File: src/rtl/her_credit_arbiter.sv
`default_nettype none
// ============================================================================
// her_credit_arbiter : round-robin HER merge with per-source in-flight credits
// Rev 1.0
// ============================================================================

package her_credit_arbiter_pkg;

   typedef struct packed {
      logic [15:0] msgid;
      logic        eom;
      logic [31:0] her_addr;
      logic [15:0] her_size;
   } her_descr_t;

   typedef struct packed {
      logic [15:0] msgid;
      logic [31:0] her_addr;
   } feedback_descr_t;

endpackage

module her_credit_arbiter
   import her_credit_arbiter_pkg::*;
#(
   parameter  int unsigned NUM_REQ      = 4,
   parameter  int unsigned MAX_INFLIGHT = 8,
   localparam int unsigned CNT_W        = $clog2(MAX_INFLIGHT + 1),
   localparam int unsigned ID_W         = $clog2(NUM_REQ)
) (
   input  logic                            clk_i,
   input  logic                            rst_ni,
   input  logic                            pspin_active_i,
   input  logic [NUM_REQ-1:0]              req_valid_i,
   output logic [NUM_REQ-1:0]              req_ready_o,
   input  her_descr_t [NUM_REQ-1:0]        req_descr_i,
   output logic                            her_valid_o,
   input  logic                            her_ready_i,
   output her_descr_t                      her_descr_o,
   input  logic                            feedback_valid_i,
   output logic                            feedback_ready_o,
   input  feedback_descr_t                 feedback_i,
   output logic [NUM_REQ-1:0][CNT_W-1:0]   inflight_o,
   output logic                            idle_o,
   output logic                            credit_err_o
);

   localparam logic [CNT_W-1:0] C_LIMIT = CNT_W'(MAX_INFLIGHT);

   logic [ID_W-1:0]                rr_q;
   logic                           her_valid_q;
   her_descr_t                     her_descr_q;
   logic                           credit_err_q;
   logic [NUM_REQ-1:0][CNT_W-1:0]  inflight;

   logic [NUM_REQ-1:0]             eligible;
   logic [NUM_REQ-1:0]             grant;
   logic [ID_W-1:0]                grant_id;
   logic                           found;
   logic                           load_en;
   logic                           accept;
   logic [ID_W-1:0]                fb_id;
   logic                           err_set;
   logic                           unused_fb;

   assign fb_id     = feedback_i.msgid[ID_W-1:0];
   assign unused_fb = ^feedback_i;

   always_comb begin
      eligible = '0;
      for (int i = 0; i < NUM_REQ; i++) begin
         eligible[i] = req_valid_i[i] && (inflight[i] < C_LIMIT) && pspin_active_i;
      end
   end

   // Search starts at rr_q; full sources are simply skipped so the pointer never stalls.
   always_comb begin
      grant    = '0;
      grant_id = rr_q;
      found    = 1'b0;
      for (int k = 0; k < NUM_REQ; k++) begin
         if (!found && eligible[rr_q + ID_W'(k)]) begin
            found    = 1'b1;
            grant_id = rr_q + ID_W'(k);
         end
      end
      if (found) begin
         grant[grant_id] = 1'b1;
      end
   end

   assign load_en     = !her_valid_q || her_ready_i;
   assign accept      = load_en && found;
   assign req_ready_o = (load_en && rst_ni) ? grant : '0;
   assign err_set     = feedback_valid_i && (inflight[fb_id] == '0);

   for (genvar i = 0; i < NUM_REQ; i++) begin : g_cnt
      logic             inc;
      logic             dec;
      logic [CNT_W-1:0] cnt_q;

      assign inc = accept && (grant_id == ID_W'(i));
      assign dec = feedback_valid_i && (fb_id == ID_W'(i)) && (cnt_q != '0);

      always_ff @(posedge clk_i or negedge rst_ni) begin
         if (!rst_ni) begin
            cnt_q <= '0;
         end else if (inc && !dec) begin
            cnt_q <= cnt_q + CNT_W'(1);
         end else if (dec && !inc) begin
            cnt_q <= cnt_q - CNT_W'(1);
         end
      end

      assign inflight[i] = cnt_q;
   end

   always_ff @(posedge clk_i or negedge rst_ni) begin
      if (!rst_ni) begin
         rr_q         <= '0;
         her_valid_q  <= 1'b0;
         her_descr_q  <= '0;
         credit_err_q <= 1'b0;
      end else begin
         if (accept) begin
            her_valid_q <= 1'b1;
            her_descr_q <= req_descr_i[grant_id];
            rr_q        <= grant_id + ID_W'(1);
         end else if (her_ready_i) begin
            her_valid_q <= 1'b0;
         end
         if (err_set) begin
            credit_err_q <= 1'b1;
         end
      end
   end

   assign her_valid_o      = her_valid_q;
   assign her_descr_o      = her_descr_q;
   assign inflight_o       = inflight;
   assign idle_o           = !her_valid_q && (inflight == '0);
   assign credit_err_o     = credit_err_q;
   assign feedback_ready_o = 1'b1;

endmodule

`default_nettype wire

File: config.mk
export PLATFORM = sky130hd
export DESIGN_NAME = her_credit_arbiter
export DESIGN_NICKNAME = d
export VERILOG_FILES = /design/src/rtl/her_credit_arbiter.sv
export SDC_FILE = /design/constraint.sdc
export NUM_CORES = 1
export LEC_CHECK = 0
export BUFFER_PORTS_ARGS = -buffer_cell sky130_fd_sc_hd__buf_2
export CORE_AREA = 2 2 158 160
export CTS_CLUSTER_SIZE = 28
export DETAILED_ROUTE_END_ITERATION = 16
export DIE_AREA = 0 0 160 162
export GPL_TIMING_DRIVEN = 0
export PLACE_DENSITY = 0.46
export SYNTH_ARGS = -nofsm -noshare
export SYNTH_HDL_FRONTEND = slang
export SYNTH_SLANG_ARGS = --single-unit
File: constraint.sdc
create_clock -name clk_i -period 3.8 [get_ports clk_i]
set_input_delay 0.76 -clock clk_i [delete_from_list [all_inputs] [get_ports clk_i]]
set_output_delay 0.76 -clock clk_i [all_outputs]
set_load 0.02 [all_outputs]
Word-level counts from Yosys, hierarchy flattened
Index checks and enable logic that the tools add are counted.

Reduce and logical (&&, ||, !) cells: 62. Equal/unequal tests: 6. Add/sub/neg operators: 12. Mux-type cells: 33. $lt $le $gt $ge: 11.

Operators by type and width (number): binary-select mux 65 bit (select 2 bit) (1); two-way mux 65 bit (1); two-way mux 4 bit (11); logical AND 1 bit (36); < comparator 2 x 3 -> 1 bit, second input constant (6); adder 4 x 1 -> 4 bit, second input constant (4); logical NOT 16 bit (1); < comparator 4 bit, second input constant (4); nonzero test 4 bit (4); subtractor 4 x 1 -> 4 bit, second input constant (4); logical NOT 1 bit (12); two-way mux 1 bit (11); nonzero test 2 bit (5); binary-select mux 1 bit (select 2 bit) (4); binary-select mux 4 bit (select 2 bit) (1); equality test 2 bit, second input constant (4); two-way mux 2 bit (3); adder 2 x 1 -> 2 bit, second input constant (2); adder 2 bit, second input constant (2); equality test 2 x 1 -> 1 bit, second input constant (2); logical NOT 2 bit (2); logical NOT 4 bit (1); demux 1 bit (select 2 bit) (1); greater-or-equal comparator 2 x 1 -> 1 bit, second input constant (1); logical OR 1 bit (1).

Input port bits: 317. Output and inout bits: 89. Register bits: 85.

Logic depth before layout (Yosys ltp)
Gate-level depths: netlist of the first run.

Depth in word-level cells: 21. Gate-level depth with buffers: 16.

Least setup slack after synthesis of the first run
No wires, ideal clock.

Path type: input port to output port. From: in pspin_active_i. To: out req_ready_o[3]. Cell stages on the path: 8. Arrival: 2.559 ns. Required time: 3.040 ns. Buffers on the path: 3. Setup slack: 0.481 ns. Cell sequence: buf_2 -> nand3b_1 -> a2111o_1 -> nand4_1 -> buf_4 -> buf_4 -> inv_2 -> nor4_1.

Cells in the longest elaborated chain, start to end: 19.

Ends and longest elaborated chain: start: declaration (line 33) `input logic pspin_active_i,`; logical AND 1 bit (line 72) `eligible[i] = req_valid_i[i] && (inflight[i] < C_LIMIT) && pspin_active_i;`; binary-select mux 1 bit (select 2 bit) (line 82) `if (!found && eligible[rr_q + ID_W'(k)]) begin`; two-way mux 1 bit (not written as such) (line 82); two-way mux 1 bit (line 82); logical NOT 1 bit (line 82); logical AND 1 bit (line 82); two-way mux 1 bit (line 82); logical NOT 1 bit (line 82); [3 not listed]; logical AND 1 bit (line 82); two-way mux 2 bit (line 82); < comparator 2 x 3 -> 1 bit (not written as such) or greater-or-equal comparator 2 x 1 -> 1 bit (tied branches) (line 88) `grant[grant_id] = 1'b1;`; logical AND 1 bit (not written as such) (line 88); two-way mux 1 bit (not written as such) (line 88); demux 1 bit (select 2 bit) (line 88); two-way mux 4 bit * (line 87) `if (found) begin`; two-way mux 4 bit * (line 94) `assign req_ready_o = (load_en && rst_ni) ? grant : '0;`; end: declaration (line 35) `output logic [NUM_REQ-1:0] req_ready_o,`.

Every way passes the cells marked *; elsewhere a longest branch is shown, timed or not. The select of a mux whose other input is x is not followed.

Final worst setup path of the first run
From: in req_valid_i[1]. To: reg g_cnt[2].cnt_q[3].

Cells in the longest elaborated chain, start to end: 19.

Ends and longest elaborated chain: start: declaration (line 34) `input logic [NUM_REQ-1:0] req_valid_i,`; logical AND 1 bit * (2 in a row) (line 72); binary-select mux 1 bit (select 2 bit) (line 82); two-way mux 1 bit (not written as such) (line 82); two-way mux 1 bit (line 82); logical NOT 1 bit (line 82); logical AND 1 bit (line 82); two-way mux 1 bit (line 82); logical NOT 1 bit (line 82); [2 not listed]; logical NOT 1 bit (line 82); logical AND 1 bit (line 82); two-way mux 2 bit or two-way mux 1 bit (tied branches) (line 82); equality test 2 bit or logical AND 1 bit (tied branches) (line 102, 93); logical AND 1 bit * (line 102) `assign inc = accept && (grant_id == ID_W'(i));`; logical NOT 1 bit (line 110) `end else if (dec && !inc) begin`; logical AND 1 bit (line 110); nonzero test 2 bit (no line); end signal: assignment (line 109) `cnt_q <= cnt_q + CNT_W'(1);`; end signal: assignment (line 111) `cnt_q <= cnt_q - CNT_W'(1);`; end: declaration (line 100) `logic [CNT_W-1:0] cnt_q;`.

Marks and branches as above. A chain may end at the register's enable or synchronous reset.

==> metrics.cfg, run 1 <==
[logic_synthesis]
synth-edff-count = 0
synth_commonest_cells = 130 x mux2i_1, 85 x dfrtp_1, 75 x nand2_1, 66 x o221ai_1, 18 x clkbuf_1
yosysMostFrequentCell = mux2i_1
synth.distinct_cells = 44
synth_nets = 846
yosysTopAreaCell = dfrtp_1
avgSynthCellArea_um2 = 10.6
synth_seq_area_share = 0.390
yosysTopAreaCellShare = 0.390
syn-cell-area_um2 = 5450
syn_inst = 513
yosysWarnings = 0
synth_seq_cells = 85
synthArstFlopShare = 1.00
ys_top_cells_by_area = dfrtp_1 39%, mux2i_1 24%, o221ai_1 11%
synth_ff_type = dfrtp_1

[floorplanning]
start_util = 0.226
die_w_um = 160
ios = 406
core_um2 = 24100
die-area_um2 = 25900
std_cell_rows = 57
dieHeight_um = 162

[drt]
drc = 0
drtAntennaViolNets = 0
drt-pass1-iter-count = 4
wire_per_inst_um = 17.3
vias = 5408
drt-initial-drc-count = 208
vias_per_cell = 4.47
wl_um = 20900

[setup_path]
endpoint_kind = flop
cp-start-kind = input pin
criticalPathCategory = in -> reg
crit_required_ns = 4.03
r2r_cells = 14
worstPathArrival_ns = 3.64
cp_max_fo = 10
rrSetupSlack_ns = 0.43

[outcome]
status = complete, no violations

[power]
leakagePower_nw = 4.18
irDropWorstVdd_mv = 0.344
total_power_mw = 6.57
power.density_nw_per_um2 = 826

[clock_tree]
cts_tree = built
cts_resized = 1
cts_made_buffers = 9
cts_max_path_buffers = 2
postCtsSetupBuffers = 0
holdBufCountCts = 0
clockRootBuffer = clkbuf_16
cts.clk_slew.worst_paths_ns = 0.07
clock_latency_ns = 0.34
clock-sinks = 85
htreeDepth = 3

[global_route]
grt_max_degree = 47
globalRouteOverflowTotal = 0
grt_pass1_vias = 5659
globalRouteTotalUtil = 0.157
grt_antenna_before_repair = 0
grt_pass1_wl_um = 31800

[min_path]
hold_class = in -> async

[timing]
fmax_mhz = 293
rsz0062_at_grt = no
finalHoldViolations = 0
slew-limit-headroom = 0.559
period_share = 0.897
slew_viol_final = 0
fin_ws_ns = 0.392
whs_ns = 0.425
worstMarginPinSlew_ns = 0.662
setup_violations = 0
clock_skew_ns = 0.00810
fin_crit_ns = 3.41

[layout]
drive_gt1_frac = 0.453
fillCellCount = 2594
design_area_um2 = 7960
diodes = 0
area_growth_pct = 46.1
post-route-util = 0.330
final_net_count = 1215

[placed_design]
hpwl_um = 16700
place_congestion = 0.797
place_area_um2 = 7670
port_buffers = 357
place_ws_ns = -0.419

[job]
maxCapViolations = 0

==> critical path, cell delays in order <==
cell and delay (ns):
buf_2 0.09, nor2b_2 0.27, o21ai_1 0.14, o211ai_1 0.51, clkbuf_2 0.39, or2_1 0.19, inv_1 0.05, ha_1 0.21
inv_1 0.11, ha_1 0.24, a21o_1 0.17, a21oi_1 0.17, xnor2_1 0.13, nor2_1 0.06, xor2_1 0.14
==> layout make-up <==
| cell class | count | area, µm² | share of cell area |
|---|---|---|---|
| multi-input cells | 381 | 3030 | 0.380 |
| flip-flops and latches | 85 | 2130 | 0.267 |
| repair buffers | 358 | 1820 | 0.228 |
| well taps | 324 | 405 | 0.0509 |
| plain buffers | 39 | 274 | 0.0344 |
| clock buffers | 11 | 233 | 0.0292 |
| clock inverters | 4 | 50.0 | 0.00629 |
| inverters | 8 | 30.0 | 0.00377 |
==> final timing paths <==
check	start	to
worst max-delay path	req_valid_i[1]	g_cnt[2].cnt_q[3]
worst min-delay path	rst_ni	her_descr_o[4]
worst max register to register	g_cnt[1].cnt_q[3]	g_cnt[2].cnt_q[3]
worst min register to register	her_descr_o[25]	her_descr_o[25]
max in group asynchronous	rst_ni	her_descr_o[53]
min in group clk_i	her_descr_o[25]	her_descr_o[25]
==> registers in the layout, summed over array words and instances (netlist names) <==
name	cells
rr_q	2
credit_err_o	1
her_valid_o	1
g_cnt.cnt_q	16
her_descr_o	65
==> per-stage QoR <==
| stage | cells | setup TNS, ns |
|---|---|---|
| 6_report | 1210 | 0 |
| 5_1_grt | 1210 | 0 |
| 4_1_cts | 1210 | 0 |
| 3_5_place_dp | 1195 | -1.35 |
| 3_3_place_gp | 1194 | -3.12 |
| 2_1_floorplan | 513 | 0 |
==> where the power goes <==
group,switching (mW),internal (mW),leakage (nW)
sequential,0.312,1.35,1.04
combinational,2.30,1.72,3.00
clock,0.383,0.506,0.132
total,3.00,3.57,4.18
==> routing by layer <==
layer	GRT usage	vias up	routed length, µm
li1	-	2673	-
met1	0.194	2522	8900
met2	0.280	201	10500
met3	0.0383	12	1330
met4	0.0295	0	168
met5	0	-	0
==> cells by family (layout without fill, tap and decap cells) <==
| group | Yosys count | after routing | share of synthesized area |
|---|---|---|---|
| other | 1 | 1 | 0.000688 |
| xor gates and xnor gates | 16 | 16 | 0.0257 |
| buffers and inverters | 47 | 420 | 0.0553 |
| adders and majority gates | 16 | 16 | 0.0422 |
| muxes | 134 | 134 | 0.247 |
| and+or+nand+nor | 118 | 118 | 0.0978 |
| DFF | 85 | 85 | 0.390 |
| AOI/OAI and AO/OA | 96 | 96 | 0.141 |
==> layout by cell type, fill, tap and decap left out, types with 2 or more instances in the layout <==
| master | netlist | routed |
|---|---|---|
| clkbuf_2 | 0 | 2 |
| mux2i_1 | 130 | 130 |
| buf_12 | 4 | 4 |
| nand2_1 | 75 | 75 |
| nor4_1 | 5 | 5 |
| dfrtp_1 | 85 | 85 |
| buf_4 | 9 | 10 |
| nand2b_1 | 3 | 3 |
| clkbuf_1 | 18 | 18 |
| a21oi_1 | 6 | 6 |
| nor3_1 | 6 | 6 |
| o211ai_1 | 3 | 3 |
| inv_1 | 7 | 7 |
| clkinvlp_4 | 0 | 2 |
| o21a_1 | 2 | 2 |
| buf_2 | 3 | 359 |
| o21ai_1 | 4 | 3 |
| nand4_1 | 2 | 2 |
| o21ai_0 | 7 | 7 |
| nor2b_1 | 4 | 4 |
| a21o_1 | 4 | 4 |
| xor2_1 | 4 | 4 |
| ha_1 | 12 | 12 |
| o221ai_1 | 66 | 66 |
| xnor2_1 | 12 | 12 |
| clkbuf_4 | 3 | 3 |
| mux2_2 | 4 | 4 |
| nor3b_1 | 4 | 4 |
| nand3_1 | 3 | 3 |
| clkbuf_16 | 0 | 9 |
| nor2_1 | 9 | 9 |
| fa_1 | 4 | 4 |
Note: power is estimated with default switching activity, not from simulation.
==> inputs of run 2 (changes only) <==
==> constraint.sdc (replaced) <==
create_clock -name clk_i -period 3.8 [get_ports clk_i]
set_input_delay 0.76 -clock clk_i [delete_from_list [all_inputs] [get_ports clk_i]]
set_output_delay 0.76 -clock clk_i [all_outputs]
set_load 0.1 [all_outputs]
==> run 2 against run 1 <==
  * Non-clock buffer count unchanged
  * Sequential cell count unchanged
  * Fmax decreased by 4.7%
  * Highest routed layer unchanged
==> metrics.cfg, run 2 (synthesis results as in run 1) <==
[placed_design]
hpwl_um = 16600
port_buffers = 357
place_congestion = 0.769
place_ws_ns = -0.385

[setup_path]
cp-start-kind = input pin
rrSetupSlack_ns = 0.33
worstPathArrival_ns = 2.82
reg2reg_from = g_cnt[2].cnt_q[3]
slowest_stage = buf_2
crit_path_max_incr_delay_ns = 0.48
r2r_cells = 14
path_cells = buf_2 > nand3b_1 > a2111o_1 > nand4_1 > buf_4 > buf_4 > inv_2 > nor4_2 > buf_2
r2r_end = g_cnt[1].cnt_q[3]
endpoint_kind = primary output
crit_required_ns = 3.04
endpoint = req_ready_o[3]
cp_max_fo = 10
criticalPathCategory = in -> out
crit_start = pspin_active_i

[drt]
met2WireLength_um = 10500
drt-met1-wl_um = 8930
drtAntennaViolNets = 0
wl_um = 21000
vias_per_cell = 4.47
drt-initial-drc-count = 259
vias = 5418
wire_per_inst_um = 17.3
drt-pass1-iter-count = 4
drc = 0
dr_wl_met3_um = 1320
dr.max_layer_used = met4

[layout]
largest_reg_flops = 65
layout_commonest_cell = buf_2
final_net_count = 1215
area_growth_pct = 47.3
most-common-layout-cells = 359 x buf_2, 130 x mux2i_1, 85 x dfrtp_1
fillCellCount = 2605
post-route-util = 0.333
drive_gt1_frac = 0.459
diodes = 0

[timing]
finalHoldViolations = 0
rsz0062_at_grt = no
clock_skew_ns = 0.0147
worstMarginPinSlew_ns = 0.691
slew-limit-headroom = 0.536
fin_tns_setup_ns = 0
period_share = 0.941
fmax_mhz = 280
fin_ws_ns = 0.224
whs_ns = 0.432
slew_viol_final = 0
setup_violations = 0
fin_crit_ns = 3.58

[global_route]
grt_pass1_vias = 5724
grt_pass1_wl_um = 32200
globalRouteOverflowTotal = 0
grt_antenna_before_repair = 0
grt_max_degree = 45
globalRouteTotalUtil = 0.159

[floorplanning]
core_um2 = 24100
ios = 406
dieHeight_um = 162
std_cell_rows = 57
start_util = 0.226
die_w_um = 160
die-area_um2 = 25900

[outcome]
status = complete, no violations

[clock_tree]
cts_max_path_buffers = 2
htreeDepth = 3
cts.clk_slew.worst_paths_ns = 0.07
cts_made_buffers = 9
clock-sinks = 85
clock_latency_ns = 0.34
clockRootBuffer = clkbuf_16
cts_tree = built

[min_path]
hold_class = in -> async

[power]
leakagePower_nw = 4.20
irDropWorstVdd_mv = 1.01
power.density_nw_per_um2 = 1160

[job]
maxCapViolations = 0

-- run 2: timing repair --
action	CTS	global route
hold buffers	0	0
endpoints found under the hold margin	0	0
endpoints found under the setup margin	0	3
resized for setup	0	3
setup buffers	0	0
-- run 2: layer usage --
| metal | vias to the layer above | track usage |
|---|---|---|
| met3 | 17 | 0.0352 |
| li1 | 2677 | - |
| met2 | 205 | 0.280 |
| met1 | 2519 | 0.198 |
| met5 | - | 0 |
| met4 | 0 | 0.0356 |
-- run 2: through the flow --
stage / area [µm²] / power (mW) / instances
final: 8030 / 9.32 / 1211
after CTS: 8020 / 9.44 / 1211
after global placement: 7670 / 8.42 / 1194
after floorplan: 5480 / 7.07 / 513
after global routing: 8030 / 9.85 / 1211
after detailed placement: 7700 / 8.42 / 1195
-- run 2: worst min path at each step --
stage                    start                end  slack (ns)  depth (start not counted)
6_report                rst_ni  g_cnt[1].cnt_q[3]        0.43                          1
5_1_grt                 rst_ni  g_cnt[1].cnt_q[1]        0.46                          1
4_1_cts                 rst_ni  g_cnt[1].cnt_q[1]        0.45                          1
3_5_place_dp   her_descr_o[14]    her_descr_o[14]        0.47                          2
3_3_place_gp   her_descr_o[61]    her_descr_o[61]        0.47                          2
2_1_floorplan           rst_ni       credit_err_o        0.46                          0
-- run 2: report_power, final --
part           total, mW  switching [mW]  internal [mW]
sequential          1.67           0.318           1.35
combinational       6.66            4.94           1.72
clock              0.992           0.395          0.597
-- run 2: area by class of cell --
type                       instances  area (µm²)  area share
buffer                            39         273      0.0340
inverter                           8        30.0     0.00374
timing repair buffer             358        1820       0.226
sequential                        85        2130       0.265
tap                              324         405      0.0505
multi-input combinational        381        3050       0.380
clock buffer                      11         243      0.0302
clock inverter                     5        81.3      0.0101
-- run 2: critical path, delay by kind of cell --
family	cells	cell delay, ns
buffers and inverters	5	1.21
AO/OA/AOI/OAI	1	0.37
AND/OR/NAND/NOR	3	0.48
